## src/rtl/phased_clk_pkg.sv

```systemverilog
// rtl/phased_clk_pkg.sv - shared types, constants and helpers for the phased clock generator
//
// Purpose : FSM state type, default widths/reset values and the half-period
//           clamp used by phased_clk_gen and pclk_channel.
// Ports   : none (package)
package phased_clk_pkg;

  typedef enum logic [1:0] {
    IDLE  = 2'd0,
    ALIGN = 2'd1,
    RUN   = 2'd2
  } state_t;

  localparam int CW_DEF   = 10;
  localparam int HALF_DEF = 875;

  // A programmed half period of 0 would never toggle; run it as 1 (clk/2).
  function automatic int unsigned clamp_half(input int unsigned half);
    return (half == 32'd0) ? 32'd1 : half;
  endfunction

endpackage

```

## src/rtl/pclk_channel.sv

```systemverilog
// rtl/pclk_channel.sv - one output channel: start-delay down-counter plus half-period toggle
//
// Purpose : Holds clk_o low for p cycles after load, then raises it and
//           toggles it every h cycles while run is high.
// Ports   : clk, rst (async, active-low)
//           load     - capture p, hold output low (start edge)
//           run      - count (ALIGN or RUN)
//           clear    - force output low and zero all counters (highest priority)
//           h        - effective half period, already clamped to >= 1
//           p        - start delay, sampled only on load
//           clk_o    - phased square wave
//           released - channel has risen, or rises on this edge
module pclk_channel #(
  parameter int CW = 10
) (
  input  logic          clk,
  input  logic          rst,
  input  logic          load,
  input  logic          run,
  input  logic          clear,
  input  logic [CW-1:0] h,
  input  logic [CW-1:0] p,
  output logic          clk_o,
  output logic          released
);

  logic [CW-1:0] ph_cnt;
  logic [CW-1:0] half_cnt;
  logic          rel_q;

  // Combinational look-ahead so the top can enter RUN on the very edge the
  // last channel rises.
  assign released = rel_q | (ph_cnt == '0);

  always_ff @(posedge clk or negedge rst) begin
    if (!rst) begin
      ph_cnt   <= '0;
      half_cnt <= '0;
      rel_q    <= 1'b0;
      clk_o    <= 1'b0;
    end else if (clear) begin
      ph_cnt   <= '0;
      half_cnt <= '0;
      rel_q    <= 1'b0;
      clk_o    <= 1'b0;
    end else if (load) begin
      ph_cnt   <= p;
      half_cnt <= '0;
      rel_q    <= 1'b0;
      clk_o    <= 1'b0;
    end else if (run) begin
      if (!rel_q) begin
        if (ph_cnt == '0) begin
          rel_q    <= 1'b1;
          clk_o    <= 1'b1;
          half_cnt <= '0;
        end else begin
          ph_cnt <= ph_cnt - 1'b1;
        end
      end else if (half_cnt == (h - 1'b1)) begin
        // Wrap at h-1 so the counter never reaches h and cannot overflow.
        clk_o    <= ~clk_o;
        half_cnt <= '0;
      end else begin
        half_cnt <= half_cnt + 1'b1;
      end
    end
  end

endmodule

```

## src/rtl/phased_clk_gen.sv

```systemverilog
// rtl/phased_clk_gen.sv - multi-channel phased clock generator for the ultrasonic transmit array
//
// Purpose : Common divided square wave on NCH channels, each with its own
//           programmable start delay. Config lands in shadow registers and
//           is copied to the active set on start.
// Ports   : clk, rst (async, active-low)
//           div_we/div_half       - half-period shadow write (0 runs as 1)
//           ph_we/ph_ch/ph_val    - per-channel phase shadow write
//           start/stop            - burst control pulses (stop wins)
//           busy                  - registered, high in ALIGN or RUN
//           cfg_err               - 1-cycle pulse for a dropped write
//           clk_out               - phased square waves
module phased_clk_gen #(
  parameter  int NCH      = 8,
  parameter  int CW       = phased_clk_pkg::CW_DEF,
  parameter  int HALF_DEF = phased_clk_pkg::HALF_DEF,
  localparam int CHW      = (NCH > 1) ? $clog2(NCH) : 1
) (
  input  logic           clk,
  input  logic           rst,
  input  logic           div_we,
  input  logic [CW-1:0]  div_half,
  input  logic           ph_we,
  input  logic [CHW-1:0] ph_ch,
  input  logic [CW-1:0]  ph_val,
  input  logic           start,
  input  logic           stop,
  output logic           busy,
  output logic           cfg_err,
  output logic [NCH-1:0] clk_out
);

  import phased_clk_pkg::*;

  state_t         state;
  state_t         state_nx;
  logic [CW-1:0]  half_sh;
  logic [CW-1:0]  half_act;
  logic [CW-1:0]  ph_sh  [NCH];
  logic [CW-1:0]  ph_act [NCH];
  logic [CW-1:0]  ch_p   [NCH];
  logic [CW-1:0]  h_eff;
  logic [NCH-1:0] rel;
  logic           ch_load;
  logic           ch_run;
  logic           ch_clear;
  logic           idle;
  logic [CHW:0]   ph_ch_ext;
  logic           ch_ok;
  logic           wr_err;

  assign idle      = (state == IDLE);
  assign ph_ch_ext = {1'b0, ph_ch};
  assign ch_ok     = (ph_ch_ext < (CHW+1)'(NCH));
  assign wr_err    = (div_we && !idle) || (ph_we && (!idle || !ch_ok));
  assign h_eff     = CW'(clamp_half(32'(half_act)));

  // State register
  always_ff @(posedge clk or negedge rst) begin
    if (!rst) state <= IDLE;
    else      state <= state_nx;
  end

  // Next state
  always_comb begin
    state_nx = state;
    case (state)
      IDLE:    if (start && !stop) state_nx = ALIGN;
      ALIGN:   if (stop) state_nx = IDLE;
               else if (&rel) state_nx = RUN;
      RUN:     if (stop) state_nx = IDLE;
      default: state_nx = IDLE;
    endcase
  end

  // Channel control
  always_comb begin
    ch_load  = idle && start && !stop;
    ch_run   = !idle;
    ch_clear = stop || (idle && !ch_load);
  end

  // Channels load the shadow phase directly on the start edge, since the
  // active copy is only being written on that same edge.
  always_comb begin
    for (int i = 0; i < NCH; i++) begin
      ch_p[i] = ch_load ? ph_sh[i] : ph_act[i];
    end
  end

  always_ff @(posedge clk or negedge rst) begin
    if (!rst) busy <= 1'b0;
    else      busy <= (state_nx != IDLE);
  end

  always_ff @(posedge clk or negedge rst) begin
    if (!rst) begin
      half_sh  <= CW'(HALF_DEF);
      half_act <= CW'(HALF_DEF);
      cfg_err  <= 1'b0;
      for (int i = 0; i < NCH; i++) begin
        ph_sh[i]  <= '0;
        ph_act[i] <= '0;
      end
    end else begin
      cfg_err <= wr_err;
      if (div_we && idle)          half_sh     <= div_half;
      if (ph_we && idle && ch_ok)  ph_sh[ph_ch] <= ph_val;
      if (ch_load) begin
        half_act <= half_sh;
        for (int i = 0; i < NCH; i++) ph_act[i] <= ph_sh[i];
      end
    end
  end

  for (genvar i = 0; i < NCH; i++) begin : g_ch
    pclk_channel #(.CW(CW)) u_ch (
      .clk      (clk),
      .rst      (rst),
      .load     (ch_load),
      .run      (ch_run),
      .clear    (ch_clear),
      .h        (h_eff),
      .p        (ch_p[i]),
      .clk_o    (clk_out[i]),
      .released (rel[i])
    );
  end

endmodule

```

## config.mk

```make
export PLATFORM = sky130hd
export DESIGN_NAME = phased_clk_gen
export DESIGN_NICKNAME = d
export VERILOG_FILES = /design/src/rtl/phased_clk_pkg.sv /design/src/rtl/pclk_channel.sv /design/src/rtl/phased_clk_gen.sv
export SDC_FILE = /design/constraint.sdc
export NUM_CORES = 1
export LEC_CHECK = 0
export CAP_MARGIN = 10
export CORE_MARGIN = 3
export CORE_UTILIZATION = 55
export DETAILED_ROUTE_END_ITERATION = 7
export PLACE_DENSITY = 0.72
export SLEW_MARGIN = 20
export SYNTH_ARGS = -nofsm -noshare
export SYNTH_HDL_FRONTEND = slang
export SYNTH_HIERARCHICAL = 1
export SYNTH_SLANG_ARGS = --single-unit
```

## constraint.sdc

```tcl
create_clock -name clk -period 4.2 [get_ports clk]
set_input_delay 0.42 -clock clk [delete_from_list [all_inputs] [get_ports clk]]
set_output_delay 0.42 -clock clk [all_outputs]
set_load 0.02 [all_outputs]
```

Word level (Yosys, flattened, before mapping). Cells that the tools add are included.

Add/sub/neg operators: 17. Multiply operators: 0. Divide/modulo/power cells: 0. $lt $le $gt $ge: 3. Equality and inequality tests: 35. Shift-type cells: 0. Muxes and demuxes: 185. Bitwise operators: 17. Reductions and logical operators: 61.

Operators with widths (count): two-way mux 10 bit (90); logical NOT 10 bit (9); subtractor 10 x 1 -> 10 bit (second input constant) (9); two-way mux 1 bit (88); adder 10 x 1 -> 10 bit (second input constant) (8); bitwise mux 80 bit (1); equality test 10 bit (8); inequality test 3 bit (second input constant) (17); AND reduction 3 bit (16); inequality test 4 bit (second input constant) (8); nonzero test 4 bit (8); demux 10 bit (select 3 bit) (1); AND reduction 2 bit (8); logical AND 1 bit (10); two-way mux 2 bit (4); inverter 1 bit (8); bitwise OR 1 bit (8); AND reduction 8 bit (1); one-hot mux 2 bit (3 select lines) (1); >= comparator 4 bit (second input constant) (1); logical NOT 1 bit (4); less-than comparator 3 x 4 -> 1 bit (second input constant) (1); less-than comparator 4 x 1 -> 1 bit (second input constant) (1); inverter 3 -> 4 bit (1); other kinds (5) (7).

Bits in registers: 280. Latch bits: 0. Bits in writable memories: 0. Memory bits (read-only): 0. Input bits: 29. Output and inout bits: 10. Memories: 0.

Logic depth before layout (Yosys ltp).
Word-level depth: 9. Depth in mapped cells: 11. Gate-level depth less buffers: 11.

Modules after synthesis. Netlist, hierarchy kept.

Modules (own cells, without submodules): pclk_channel (g_ch[0].u_ch ...) (times used 6, cells each 194, area each 1674.1 µm², sequential area each 550.5 µm²); phased_clk_gen (times used 1, cells each 422, area each 7064.3 µm², sequential area each 4621.9 µm²); pclk_channel (g_ch[6].u_ch) (times used 1, cells each 194, area each 1655.3 µm², sequential area each 550.5 µm²); pclk_channel (g_ch[7].u_ch) (times used 1, cells each 184, area each 1640.3 µm², sequential area each 550.5 µm²).

Worst setup path after synthesis. Ideal clock, no wire load.

Path type: register to register. Start point: register half_act[1]. End point: register g_ch[6].u_ch.half_cnt[8]. Library setup time: 0.126 ns. Data arrival time: 3.712 ns. Required time: 4.074 ns. Setup slack: 0.362 ns. Cell stages (with the launch flop): 11. Buffers on the path: 1. Clock period less this slack: 3.838 ns. Path through: dfstp_2 clkbuf_1 inv_1 ha_1 nor2b_1 or3_1 a31o_1 a211o_1 o311ai_4 nor2_4 a221o_1.

Cells in the longest elaborated chain, start to end: 9.

RTL lines: start, declared (line phased_clk_gen.sv:38) `logic [CW-1:0] half_act;`; start signal, assigned (line phased_clk_gen.sv:99) `half_act <= CW'(HALF_DEF);`; start signal, assigned (line phased_clk_gen.sv:110) `half_act <= half_sh;`; logical NOT 10 bit (line phased_clk_pkg.sv:19) `return (half == 32'd0) ? 32'd1 : half;`; two-way mux 10 bit (*) (line phased_clk_pkg.sv:19); via h_eff[1] (line phased_clk_gen.sv:42) `logic [CW-1:0] h_eff;`; subtractor 10 x 1 -> 10 bit (*) (line pclk_channel.sv:60) `end else if (half_cnt == (h - 1'b1)) begin`; equality test 10 bit (*) (line pclk_channel.sv:60); two-way mux 10 bit (*) (line pclk_channel.sv:60); two-way mux 10 bit (*) (line pclk_channel.sv:52) `if (!rel_q) begin`; two-way mux 10 bit (*) (line pclk_channel.sv:51) `end else if (run) begin`; two-way mux 10 bit (*) (line pclk_channel.sv:46) `end else if (load) begin`; two-way mux 10 bit (*) (line pclk_channel.sv:41) `end else if (clear) begin`; end signal, assigned (line pclk_channel.sv:65) `half_cnt <= half_cnt + 1'b1;`; end, declared (line pclk_channel.sv:28) `logic [CW-1:0] half_cnt;`.

The timed path passes the listed nets; every way through them passes the cells marked *. The select of a mux whose other input is x is not followed. A chain may end at the register's enable or synchronous reset.

Worst setup path after layout.
Start point: register half_act[9]. End point: register g_ch[6].u_ch.half_cnt[8].

Cells in the longest elaborated chain, start to end: 9.

RTL lines (line): logical NOT 10 bit (phased_clk_pkg.sv:19); two-way mux 10 bit (phased_clk_pkg.sv:19); via h_eff[0] (phased_clk_gen.sv:42); subtractor 10 x 1 -> 10 bit (pclk_channel.sv:60); equality test 10 bit (pclk_channel.sv:60); two-way mux 10 bit (pclk_channel.sv:60); two-way mux 10 bit (pclk_channel.sv:52); two-way mux 10 bit (pclk_channel.sv:51); two-way mux 10 bit (pclk_channel.sv:46); two-way mux 10 bit (pclk_channel.sv:41).

The timed path passes the listed nets, and every way through them passes these cells. The select of a mux whose other input is x is not followed.

==> qor.txt <==
Initial Util -> 56.5%
hold slack -> -0.0675 ns
kind of critical path -> reg -> reg
Slew HR -> 29.8%
Die X -> 199 um
IO Port Bufs -> 38
Sink Count -> 360
Final TNS setup -> 0 ns
Final Hold Viols -> 11
post-CTS setup buffers -> 0
Vias/cell -> 6.07
count leader, synth -> dfrtp_1
Max VDD drop -> 0.481 mV
dominant cells by area after synthesis -> dfrtp_1 42%, mux2_2 8.9%, xnor2_1 3.7%
Synth-to-Final Area Change -> 10.7%
FF+latch count, synth -> 360
MaxCap Viol Count -> 0
Non-Filler Instances -> 2466
Tmin final -> 3.45 ns
Final nets -> 2029
core area -> 0.0361 mm^2
worst clock skew -> 0.0186 ns
CTS buffer count -> 40
grt ovf -> 0
biggest area consumer among synthesized cells -> dfrtp_1
Unique masters post-synth -> 91
first-pass GRT wire length -> 77.1 mm
Startpoint Class -> flip-flop
failing checks -> hold timing
Hold Path Class -> in -> async
vias -> 14979
Leak -> 9.24 nW
Netlist Area Pre-Place -> 0.0204 mm^2
vias in the first global route -> 14909
Bufs on Longest Clock Path -> 3
asr flop ratio synth -> 100%
height of the die -> 199 um
share of the synthesized area in the top cell type -> 42.4%
CP endpoint kind -> flip-flop
initial antenna violation count -> 0
RSZ-0062 raised after global routing -> false
layout cells sized above 1 -> 19.2%
CP arrival -> 3.85 ns
CTS clk-pin slew, worst paths -> 0.06 ns
die area -> 0.0394 mm^2
sequential area share after synthesis -> 44.2%
Cells after DPL -> 2395
max-slew violations -> 0
H-tree depth -> 2
period utilization -> 82.2%
CTS tree -> built
Core Rows -> 69
Final GP Congestion -> 0.826
initial DRC count -> 771
hpwl dp -> 29.6 mm
Util after Layout -> 62.6%
Power Density -> 735 mW/mm^2
wire length per cell -> 18.8 um
status -> complete, but fails checks
post-cts gate resize count -> 0
Mapped Avg Cell Area -> 10.4 um^2
Post-Route WL -> 46.4 mm
crit-path max FO -> 10
Synth top cells by count -> 346 x dfrtp_1, 177 x nand2_1, 161 x mux2_2
Ys Warns -> 6
largest net degree at the start of global routing -> 110
Finish-stage setup viols -> 0
DRC Markers -> 0
# IOs -> 39
slew at the pin with the worst max-slew slack -> 1.05 ns
synthesized instance count -> 1964
commonest register cell after synthesis -> dfrtp_1
f_max -> 0.289 GHz
worst skew pair latency -> 0.52 ns
CTS Hold Buffers Added -> 0
EDFF count, synth -> 0
required time worst endpoint -> 4.59 ns
GRT Total Usage -> 23.7%
Antenna Nets Post-Route -> 0
Post-Synthesis Net Count -> 2017
Root Buffer -> clkbuf_16
TritonRoute pass-1 iters -> 5
-- worst max-delay path, cell delays in order, from the launching register on --
cell      delay (ns)
dfstp_2         0.74
nor4_1          0.09
a31o_2          0.27
inv_1           0.07
ha_1            0.30
nor2b_1         0.09
or3_1           0.32
a31o_1          0.21
a211o_1         0.28
o311ai_4        0.55
nor2_4          0.10
a221o_1         0.31
-- kinds of logic (layout without fill, tap and decap cells) --
group | Yosys count | after routing | synth area share (%)
flip-flops | 360 | 360 | 44.2
other | 0 | 1 | 0
AND/OR/NAND/NOR | 722 | 722 | 19.6
adder cells (fa/ha/maj) | 24 | 24 | 1.47
multiplexers | 220 | 220 | 12.3
buffers and inverters | 184 | 224 | 4.00
XOR/XNOR | 146 | 146 | 6.33
AO/OA/AOI/OAI | 308 | 308 | 12.0
-- power by group --
group,total [mW],internal (mW),switching [mW]
clock network,3.70,2.30,1.41
registers,5.37,4.65,0.727
logic,7.52,3.20,4.32
-- worst paths after layout --
kind / cells after the start / startpoint / to / slack (ns)
hold / removal: 1 / rst / g_ch[1].u_ch/half_cnt[2] / -0.07
hold reg to reg: 1 / g_ch[7].u_ch/rel_q / g_ch[7].u_ch/clk_o / 0.49
setup reg to reg: 11 / half_act[9] / g_ch[6].u_ch/half_cnt[8] / 0.75
min in group clk: 1 / g_ch[7].u_ch/rel_q / g_ch[7].u_ch/clk_o / 0.49
setup / recovery: 11 / half_act[9] / g_ch[6].u_ch/half_cnt[8] / 0.75
max in group asynchronous: 2 / rst / ph_act[17] / 3.23
-- through the flow --
step / cell area [um^2] / setup WS, ns / total power [mW] / hold WS [ns]
6_report: 22600 / 0.746 / 16.6 / -0.0675
5_1_grt: 22600 / 0.470 / 17.7 / 0.0305
4_1_cts: 22600 / 0.779 / 16.7 / 0.00312
3_3_place_gp: 21200 / 0.838 / 12.6 / 0.477
3_5_place_dp: 21200 / 0.810 / 12.8 / 0.485
2_1_floorplan: 20400 / 0.362 / 11.1 / 0.124
-- state kept, by name (all words and copies together), names as in the netlist --
signal	flops
g_ch.u_ch/clk_o	8
g_ch.u_ch/half_cnt	80
half_act	10
g_ch.u_ch/rel_q	8
state	2
ph_sh	80
ph_act	80
half_sh	10
cfg_err	1
busy	1
g_ch.u_ch/ph_cnt	80
-- per-layer routing --
metal | vias to the layer above | global-route usage, % | share of wire [%]
li1 | 7085 | - | -
met1 | 7506 | 33.5 | 47
met2 | 314 | 39.4 | 48
met3 | 74 | 2.57 | 3.5
met4 | 0 | 5.88 | 2.1
met5 | - | 0 | 0
-- cell usage in the layout, fill, tap and decap left out, drive strengths merged, types with 7 or more instances in the layout --
master,instances
o31ai,7
mux2,181
a31oi,19
nor2b,43
mux2i,39
nor4,18
nand4,55
nor2,154
xor2,59
o21ai,57
nor3b,7
nand2,177
o211ai,7
nand2b,39
or2,33
nand3b,13
inv,87
clkdlybuf4s50,37
dfstp,14
a211oi,22
nand4b,9
buf,29
a31o,8
dfrtp,346
clkbuf,54
a311oi,8
a221oi,13
o22ai,15
nor3,68
clkinv,10
o311ai,42
ha,24
o2111ai,13
xnor2,86
a21oi,50
nand3,55
or3,23
and3b,7
-- cell type report --
class | count | area, um^2
diodes | 1 | 2.50
clock inverters | 16 | 255
flip-flops and latches | 360 | 9030
well taps | 461 | 577
repair buffers | 66 | 671
inverters | 88 | 330
clock buffers | 54 | 1150
multi-input cells | 1420 | 10600
fillers | 2873 | 13500
No activity file was read; power rests on OpenSTA's default activity.
